$ cat src/rtl/regfile_wb_arbiter_if.sv
// Writeback bus between the ALU/LSU writeback sources, the issue stage and
// the register file write port, as seen by the arbiter (slave) and its users (master).
interface regfile_wb_arbiter_if #(
    parameter int XLEN = 32,
    parameter int AW   = 5
);
    logic            a_valid;
    logic [AW-1:0]   a_rd;
    logic [XLEN-1:0] a_wd;
    logic            a_ready;
    logic            b_valid;
    logic [AW-1:0]   b_rd;
    logic [XLEN-1:0] b_wd;
    logic            b_ready;
    logic            issue_valid;
    logic [AW-1:0]   issue_rd;
    logic [AW-1:0]   rs1;
    logic [AW-1:0]   rs2;
    logic            hazard_rs1;
    logic            hazard_rs2;
    logic            hazard_rd;
    logic            rf_we;
    logic [AW-1:0]   rf_rd;
    logic [XLEN-1:0] rf_wd;

    modport master (
        output a_valid, a_rd, a_wd, b_valid, b_rd, b_wd,
        output issue_valid, issue_rd, rs1, rs2,
        input  a_ready, b_ready, hazard_rs1, hazard_rs2, hazard_rd,
        input  rf_we, rf_rd, rf_wd
    );

    modport slave (
        input  a_valid, a_rd, a_wd, b_valid, b_rd, b_wd,
        input  issue_valid, issue_rd, rs1, rs2,
        output a_ready, b_ready, hazard_rs1, hazard_rs2, hazard_rd,
        output rf_we, rf_rd, rf_wd
    );
endinterface

$ cat src/rtl/regfile_wb_arbiter.sv
// Round-robin arbiter sharing the register file write port between ALU (A) and
// LSU (B), plus a pending-write scoreboard that flags RAW/WAW hazards at issue.
module regfile_wb_arbiter #(
    parameter int XLEN = 32,
    parameter int AW   = 5
) (
    input  logic                  clk,
    input  logic                  reset_n,
    regfile_wb_arbiter_if.slave   wb
);
    localparam int NREG = 2 ** AW;

    // last_r = 1 means B owned the previous transfer, so A wins the next tie.
    logic            last_r;
    logic            grant_a_s;
    logic            grant_b_s;
    logic            xfer_s;
    logic [AW-1:0]   sel_rd_s;
    logic [XLEN-1:0] sel_wd_s;
    logic            rf_we_r;
    logic [AW-1:0]   rf_rd_r;
    logic [XLEN-1:0] rf_wd_r;
    logic [NREG-1:0] busy_r;
    logic [NREG-1:0] busy_nxt_s;
    logic [NREG-1:0] set_mask_s;
    logic [NREG-1:0] clr_mask_s;

    function automatic logic [NREG-1:0] onehot(input logic [AW-1:0] idx);
        logic [NREG-1:0] v;
        v      = {NREG{1'b0}};
        v[idx] = 1'b1;
        return v;
    endfunction

    // Grant selection: single requester wins outright, ties go to the port not served last.
    always_comb begin
        grant_a_s = 1'b0;
        grant_b_s = 1'b0;
        if (wb.a_valid && wb.b_valid) begin
            if (last_r) begin
                grant_a_s = 1'b1;
            end else begin
                grant_b_s = 1'b1;
            end
        end else if (wb.a_valid) begin
            grant_a_s = 1'b1;
        end else if (wb.b_valid) begin
            grant_b_s = 1'b1;
        end else begin
            grant_a_s = 1'b0;
            grant_b_s = 1'b0;
        end
    end

    // Mux the granted request onto the write port.
    always_comb begin
        sel_rd_s = wb.a_rd;
        sel_wd_s = wb.a_wd;
        if (grant_b_s) begin
            sel_rd_s = wb.b_rd;
            sel_wd_s = wb.b_wd;
        end else begin
            sel_rd_s = wb.a_rd;
            sel_wd_s = wb.a_wd;
        end
    end

    assign xfer_s     = grant_a_s | grant_b_s;
    assign wb.a_ready = grant_a_s;
    assign wb.b_ready = grant_b_s;

    // Register file write port; an x0 write is accepted but leaves rf_we low.
    always_ff @(posedge clk or negedge reset_n) begin
        if (!reset_n) begin
            rf_we_r <= 1'b0;
            rf_rd_r <= {AW{1'b0}};
            rf_wd_r <= {XLEN{1'b0}};
            last_r  <= 1'b1;
        end else if (xfer_s) begin
            rf_we_r <= (sel_rd_s != {AW{1'b0}});
            rf_rd_r <= sel_rd_s;
            rf_wd_r <= sel_wd_s;
            last_r  <= grant_b_s;
        end else begin
            rf_we_r <= 1'b0;
        end
    end

    assign wb.rf_we = rf_we_r;
    assign wb.rf_rd = rf_rd_r;
    assign wb.rf_wd = rf_wd_r;

    // Set is applied after clear so a newly issued owner keeps the register busy.
    assign clr_mask_s = rf_we_r ? onehot(rf_rd_r) : {NREG{1'b0}};
    assign set_mask_s = (wb.issue_valid && (wb.issue_rd != {AW{1'b0}})) ?
                        onehot(wb.issue_rd) : {NREG{1'b0}};
    assign busy_nxt_s = ((busy_r & ~clr_mask_s) | set_mask_s) & ~onehot({AW{1'b0}});

    // Pending-write scoreboard state.
    always_ff @(posedge clk or negedge reset_n) begin
        if (!reset_n) begin
            busy_r <= {NREG{1'b0}};
        end else begin
            busy_r <= busy_nxt_s;
        end
    end

    assign wb.hazard_rs1 = busy_r[wb.rs1];
    assign wb.hazard_rs2 = busy_r[wb.rs2];
    assign wb.hazard_rd  = busy_r[wb.issue_rd];
endmodule

$ cat src/flat_wrapper.sv
// flat-port wrapper written by rule: the top's interface ports become plain ports
module regfile_wb_arbiter_flat 
#(
    parameter int XLEN = 32,
    parameter int AW   = 5
)
  (clk, reset_n, wb_a_valid, wb_a_rd, wb_a_wd, wb_b_valid, wb_b_rd, wb_b_wd, wb_issue_valid, wb_issue_rd, wb_rs1, wb_rs2, wb_a_ready, wb_b_ready, wb_hazard_rs1, wb_hazard_rs2, wb_hazard_rd, wb_rf_we, wb_rf_rd, wb_rf_wd);
  regfile_wb_arbiter_if #(.XLEN(XLEN), .AW(AW)) wb_i ();
  input  logic clk;
  input  logic reset_n;
  input wire logic [$bits(wb_i.a_valid)-1:0] wb_a_valid;
  input wire logic [$bits(wb_i.a_rd)-1:0] wb_a_rd;
  input wire logic [$bits(wb_i.a_wd)-1:0] wb_a_wd;
  input wire logic [$bits(wb_i.b_valid)-1:0] wb_b_valid;
  input wire logic [$bits(wb_i.b_rd)-1:0] wb_b_rd;
  input wire logic [$bits(wb_i.b_wd)-1:0] wb_b_wd;
  input wire logic [$bits(wb_i.issue_valid)-1:0] wb_issue_valid;
  input wire logic [$bits(wb_i.issue_rd)-1:0] wb_issue_rd;
  input wire logic [$bits(wb_i.rs1)-1:0] wb_rs1;
  input wire logic [$bits(wb_i.rs2)-1:0] wb_rs2;
  output wire logic [$bits(wb_i.a_ready)-1:0] wb_a_ready;
  output wire logic [$bits(wb_i.b_ready)-1:0] wb_b_ready;
  output wire logic [$bits(wb_i.hazard_rs1)-1:0] wb_hazard_rs1;
  output wire logic [$bits(wb_i.hazard_rs2)-1:0] wb_hazard_rs2;
  output wire logic [$bits(wb_i.hazard_rd)-1:0] wb_hazard_rd;
  output wire logic [$bits(wb_i.rf_we)-1:0] wb_rf_we;
  output wire logic [$bits(wb_i.rf_rd)-1:0] wb_rf_rd;
  output wire logic [$bits(wb_i.rf_wd)-1:0] wb_rf_wd;
  assign wb_i.a_valid = wb_a_valid;
  assign wb_i.a_rd = wb_a_rd;
  assign wb_i.a_wd = wb_a_wd;
  assign wb_i.b_valid = wb_b_valid;
  assign wb_i.b_rd = wb_b_rd;
  assign wb_i.b_wd = wb_b_wd;
  assign wb_i.issue_valid = wb_issue_valid;
  assign wb_i.issue_rd = wb_issue_rd;
  assign wb_i.rs1 = wb_rs1;
  assign wb_i.rs2 = wb_rs2;
  assign wb_a_ready = wb_i.a_ready;
  assign wb_b_ready = wb_i.b_ready;
  assign wb_hazard_rs1 = wb_i.hazard_rs1;
  assign wb_hazard_rs2 = wb_i.hazard_rs2;
  assign wb_hazard_rd = wb_i.hazard_rd;
  assign wb_rf_we = wb_i.rf_we;
  assign wb_rf_rd = wb_i.rf_rd;
  assign wb_rf_wd = wb_i.rf_wd;
  regfile_wb_arbiter #(.XLEN(XLEN), .AW(AW)) u_core (.clk(clk), .reset_n(reset_n), .wb(wb_i));
endmodule
$ cat config.mk
export PLATFORM = sky130hd
export DESIGN_NAME = regfile_wb_arbiter_flat
export DESIGN_NICKNAME = d
export VERILOG_FILES = /design/src/rtl/regfile_wb_arbiter_if.sv /design/src/rtl/regfile_wb_arbiter.sv /design/src/flat_wrapper.sv
export SDC_FILE = /design/constraint.sdc
export NUM_CORES = 1
export LEC_CHECK = 0
export BUFFER_PORTS_ARGS = -buffer_cell sky130_fd_sc_hd__buf_4
export CAP_MARGIN = 10
export CORE_AREA = 3 3 92 94
export DETAILED_ROUTE_END_ITERATION = 16
export DIE_AREA = 0 0 95 97
export PLACE_DENSITY_LB_ADDON = 0.2
export SLEW_MARGIN = 15
export SYNTH_ARGS = -nofsm -noshare
export SYNTH_HDL_FRONTEND = slang
export SYNTH_SLANG_ARGS = --single-unit
$ cat constraint.sdc
create_clock -name clk -period 2.47 [get_ports clk]
set_input_delay 0.3705 -clock clk [delete_from_list [all_inputs] [get_ports clk]]
set_output_delay 0.3705 -clock clk [all_outputs]
set_load 0.02 [all_outputs]
==> results summary <==
The first-pass detailed-route iteration total is 4. The DRC marker count from the first detailed-route iteration is 235. The sort of element at the end of the critical path is a primary output. The via count of the routed design is 3725. STA classifies the critical path startpoint as a flop. The width of the die is 95 microns. Walking the worst path, the cells encountered are mux4_2 -> nor2b_1 -> or4_4 -> buf_6.

Hold repair after CTS inserted 0 buffers. The total overflow reported by the global router is 0. Counting the fill cells in the layout gives 621.

The portion of the post-synthesis area used by sequential elements is 45.9%. The wire-length estimate of the detail-placed layout is 8370 microns. In the layout the commonest cells are buf_4, nor2_1, o21ai_0, dfrtp_1, o22ai_1. By startpoint and endpoint, the worst setup path is classified as reg2out. Setup repair after global routing could not meet its margin everywhere.

For this run, the top clock speed supported by timing is 416 MHz. During I/O placement, the number of pins put on the boundary was 137. Synthesis instantiated 29 different standard cells from the library. The via count of the first global-routing pass came out at 3810. The maximum VDD drop came out at 0.444 mV. The cell count after synthesis came out at 405.

Clock-pin slew was measured on the worst setup and hold paths at 0.07 ns. The count of H-tree levels built during CTS is 3. The number of enable-type register cells in the synthesized netlist is 0. The number of antenna violations at the first check in global routing came out at 0. The number of setup violations in the final report came out at 0. The average wire per cell in the routed design is 17.7 microns.

Relative to the synthesized area, the layout overhead comes to 36.8%. Sorting the synthesized cells by area gives the leading types as dfrtp_1, o21ai_0, nor2_1. The run finished with clean final reports. The total wirelength of the detailed-routed design is 11500 microns. After layout, the minimum clock period comes to 2.41 ns. Along the worst path, the maximum fanout reaches 4. The weighted congestion reported at the end of routability-driven placement is 1.01.

The aggregate negative setup slack came out at 0 ns. The starting utilization of the core area came out at 49.4%. The floorplan step defined a die boundary enclosing 9220 sq um. The maximum number of pins on one net before global-route repair is 71.

The static leakage came out at 2.30 nW. The portion of synthesized cell area occupied by the leading cell type is 45.2%. The number of pins with negative max-slew slack in the final report is 0. The share of final-layout standard cells stronger than drive strength 1 is 35.0%. TritonCTS created 9 clock buffers.

The cell area reported after detailed placement is 4900 sq um. The number of port buffers came out at 136. The count of standard-cell rows came out at 32.

The final hold violation count came out at 0. The most used flip-flop cell after synthesis is dfrtp_1. Across the run, the number of max-cap violations was 0.

For this run, asynchronously set or reset flops after synthesis account for 100%. The actual slew at the worst max-slew pin came out at 0.863 ns. The overall die height came out at 97 microns. The longest clock path from root to sink contains 2 buffers.

The net count after synthesis is 499. Leaving out fill and tap cells, the most frequent cell in the layout is buf_4. In this run the cell area of the synthesized design comes to 3820 sq um. The data arrival time of the critical path is 2.04 ns. The global-route wire length before repair is 18900 microns. The power density over the cells is 839 nW/um^2. The post-synthesis cell type with the largest combined area is dfrtp_1. In the routed design, unresolved DRC markers number 0. The path class of the tightest hold or removal check is in2async. The number of clock sinks is 70.

The number of antenna diodes in the final layout is 0. The area of the core region is 7730 sq um. The total global-route track usage is 26.2%. The final period utilization is 97.4%.

The delay of the slowest critical-path stage is 0.53 ns. The cell at the root of the clock tree is clkbuf_8. At the end of the flow the core is filled with cells to 67.5%. Measured against its own limit, the worst slew margin works out to 42.5%. The standard cell with the maximum stage delay on the critical path is or4_4. Counting flops and latches in the post-synthesis netlist gives 70. The final design area excluding fillers is 5220 sq um. The clock latency on the worst-skew pair is 0.34 ns. The average via count per standard cell came out at 5.72.

The mean instance size in the synthesized netlist is 9.42 sq um. The data required time at the worst endpoint came out at 2.10 ns. The remaining antenna violation count came out at 0.

The worst clock skew is 0.00648 ns. The layout net count is 638. For this run, the number of Yosys warnings is 0. TritonCTS built the clock tree.
==> worst max-delay path, delay by kind of cell, from the launching register on <==
family,cells,cell delay [ns]
flops,1,0.42
mux,1,0.47
buf+inv,1,0.14
simple gates,2,0.67
==> worst paths after layout <==
path	startpoint	cells past startpoint	slack, ns	end
max	u_core.busy_r[14]	4	0.06	wb_hazard_rd
max in group asynchronous	reset_n	1	1.76	u_core.wb.rf_rd[0]
min	reset_n	1	0.14	u_core.busy_r[2]
min in group clk	wb_a_wd[30]	3	0.25	u_core.wb.rf_wd[30]
min reg2reg	u_core.wb.rf_wd[14]	2	0.51	u_core.wb.rf_wd[14]
max reg2reg	u_core.last_r	5	0.86	u_core.wb.rf_wd[5]
==> synth_stat cells, types with 3 or more instances <==
cell type,n
inv_1,7
mux4_2,8
nor2_1,74
or4_1,3
clkbuf_1,17
mux2_2,5
mux2i_1,18
nand2_1,13
dfrtp_1,69
or3b_2,5
nand3b_1,11
o21ai_0,69
nand2b_1,11
nor2b_1,5
nand4_1,3
a22oi_1,4
o22ai_1,34
a21oi_1,15
nand3_1,12
buf_1,4
mux4_1,5
==> flip-flops by register name, summed over array words and instances (netlist names) <==
register         flops
u_core.busy_r       31
u_core.last_r        1
u_core.wb.rf_rd      5
u_core.wb.rf_wd     32
u_core.wb.rf_we      1
==> cell families after synthesis <==
group / Yosys count / share of synthesized area, %
and+or+nand+nor: 142 / 18.0
buffers and inverters: 29 / 3.05
DFF: 70 / 45.9
muxes: 36 / 14.4
AOI/OAI and AO/OA: 128 / 18.6
==> per-stage QoR <==
step / instances / power [mW] / hold WS (ns) / setup slack [ns]
detailed placement: 625 / 3.13 / 0.503 / 0.0710
global route: 651 / 4.65 / 0.198 / -0.00163
finish: 651 / 4.38 / 0.137 / 0.0644
CTS: 647 / 4.33 / 0.163 / -0.000202
global placement: 625 / 3.08 / 0.493 / 0.0869
floorplan: 405 / 2.55 / 0.0749 / 0.366
==> timing repair <==
item | 4_1_cts | 5_1_grt
endpoints found under the setup margin | 1 | 1
resized for setup | 4 | 3
cloned | 0 | 0
setup buffers | 6 | 4
pin swaps | 2 | 1
==> layout make-up <==
type	instances	area, sq um	area share, %
multi-input combinational	306	1940	37.1
sequential	70	1750	33.6
timing repair buffer	150	1130	21.6
clock buffer	10	138	2.64
tap	102	128	2.45
clock inverter	6	109	2.09
inverter	7	26.3	0.503
==> power by group <==
group          internal (mW)  total (mW)  leakage [nW]  switching (mW)
sequential              1.48        1.79         0.782           0.313
combinational          0.777        1.47          1.39           0.693
clock                  0.697        1.12         0.126           0.426
total                   2.95        4.38          2.30            1.43
==> per-layer routing <==
layer / vias up / global-route usage, % / wire length (microns)
met5: - / 0 / 0
met4: 0 / 9.54 / 230
met3: 18 / 9.56 / 1190
met2: 175 / 41.3 / 5660
met1: 1773 / 32.8 / 4410
li1: 1759 / - / -
No activity file was read; power rests on OpenSTA's default activity.
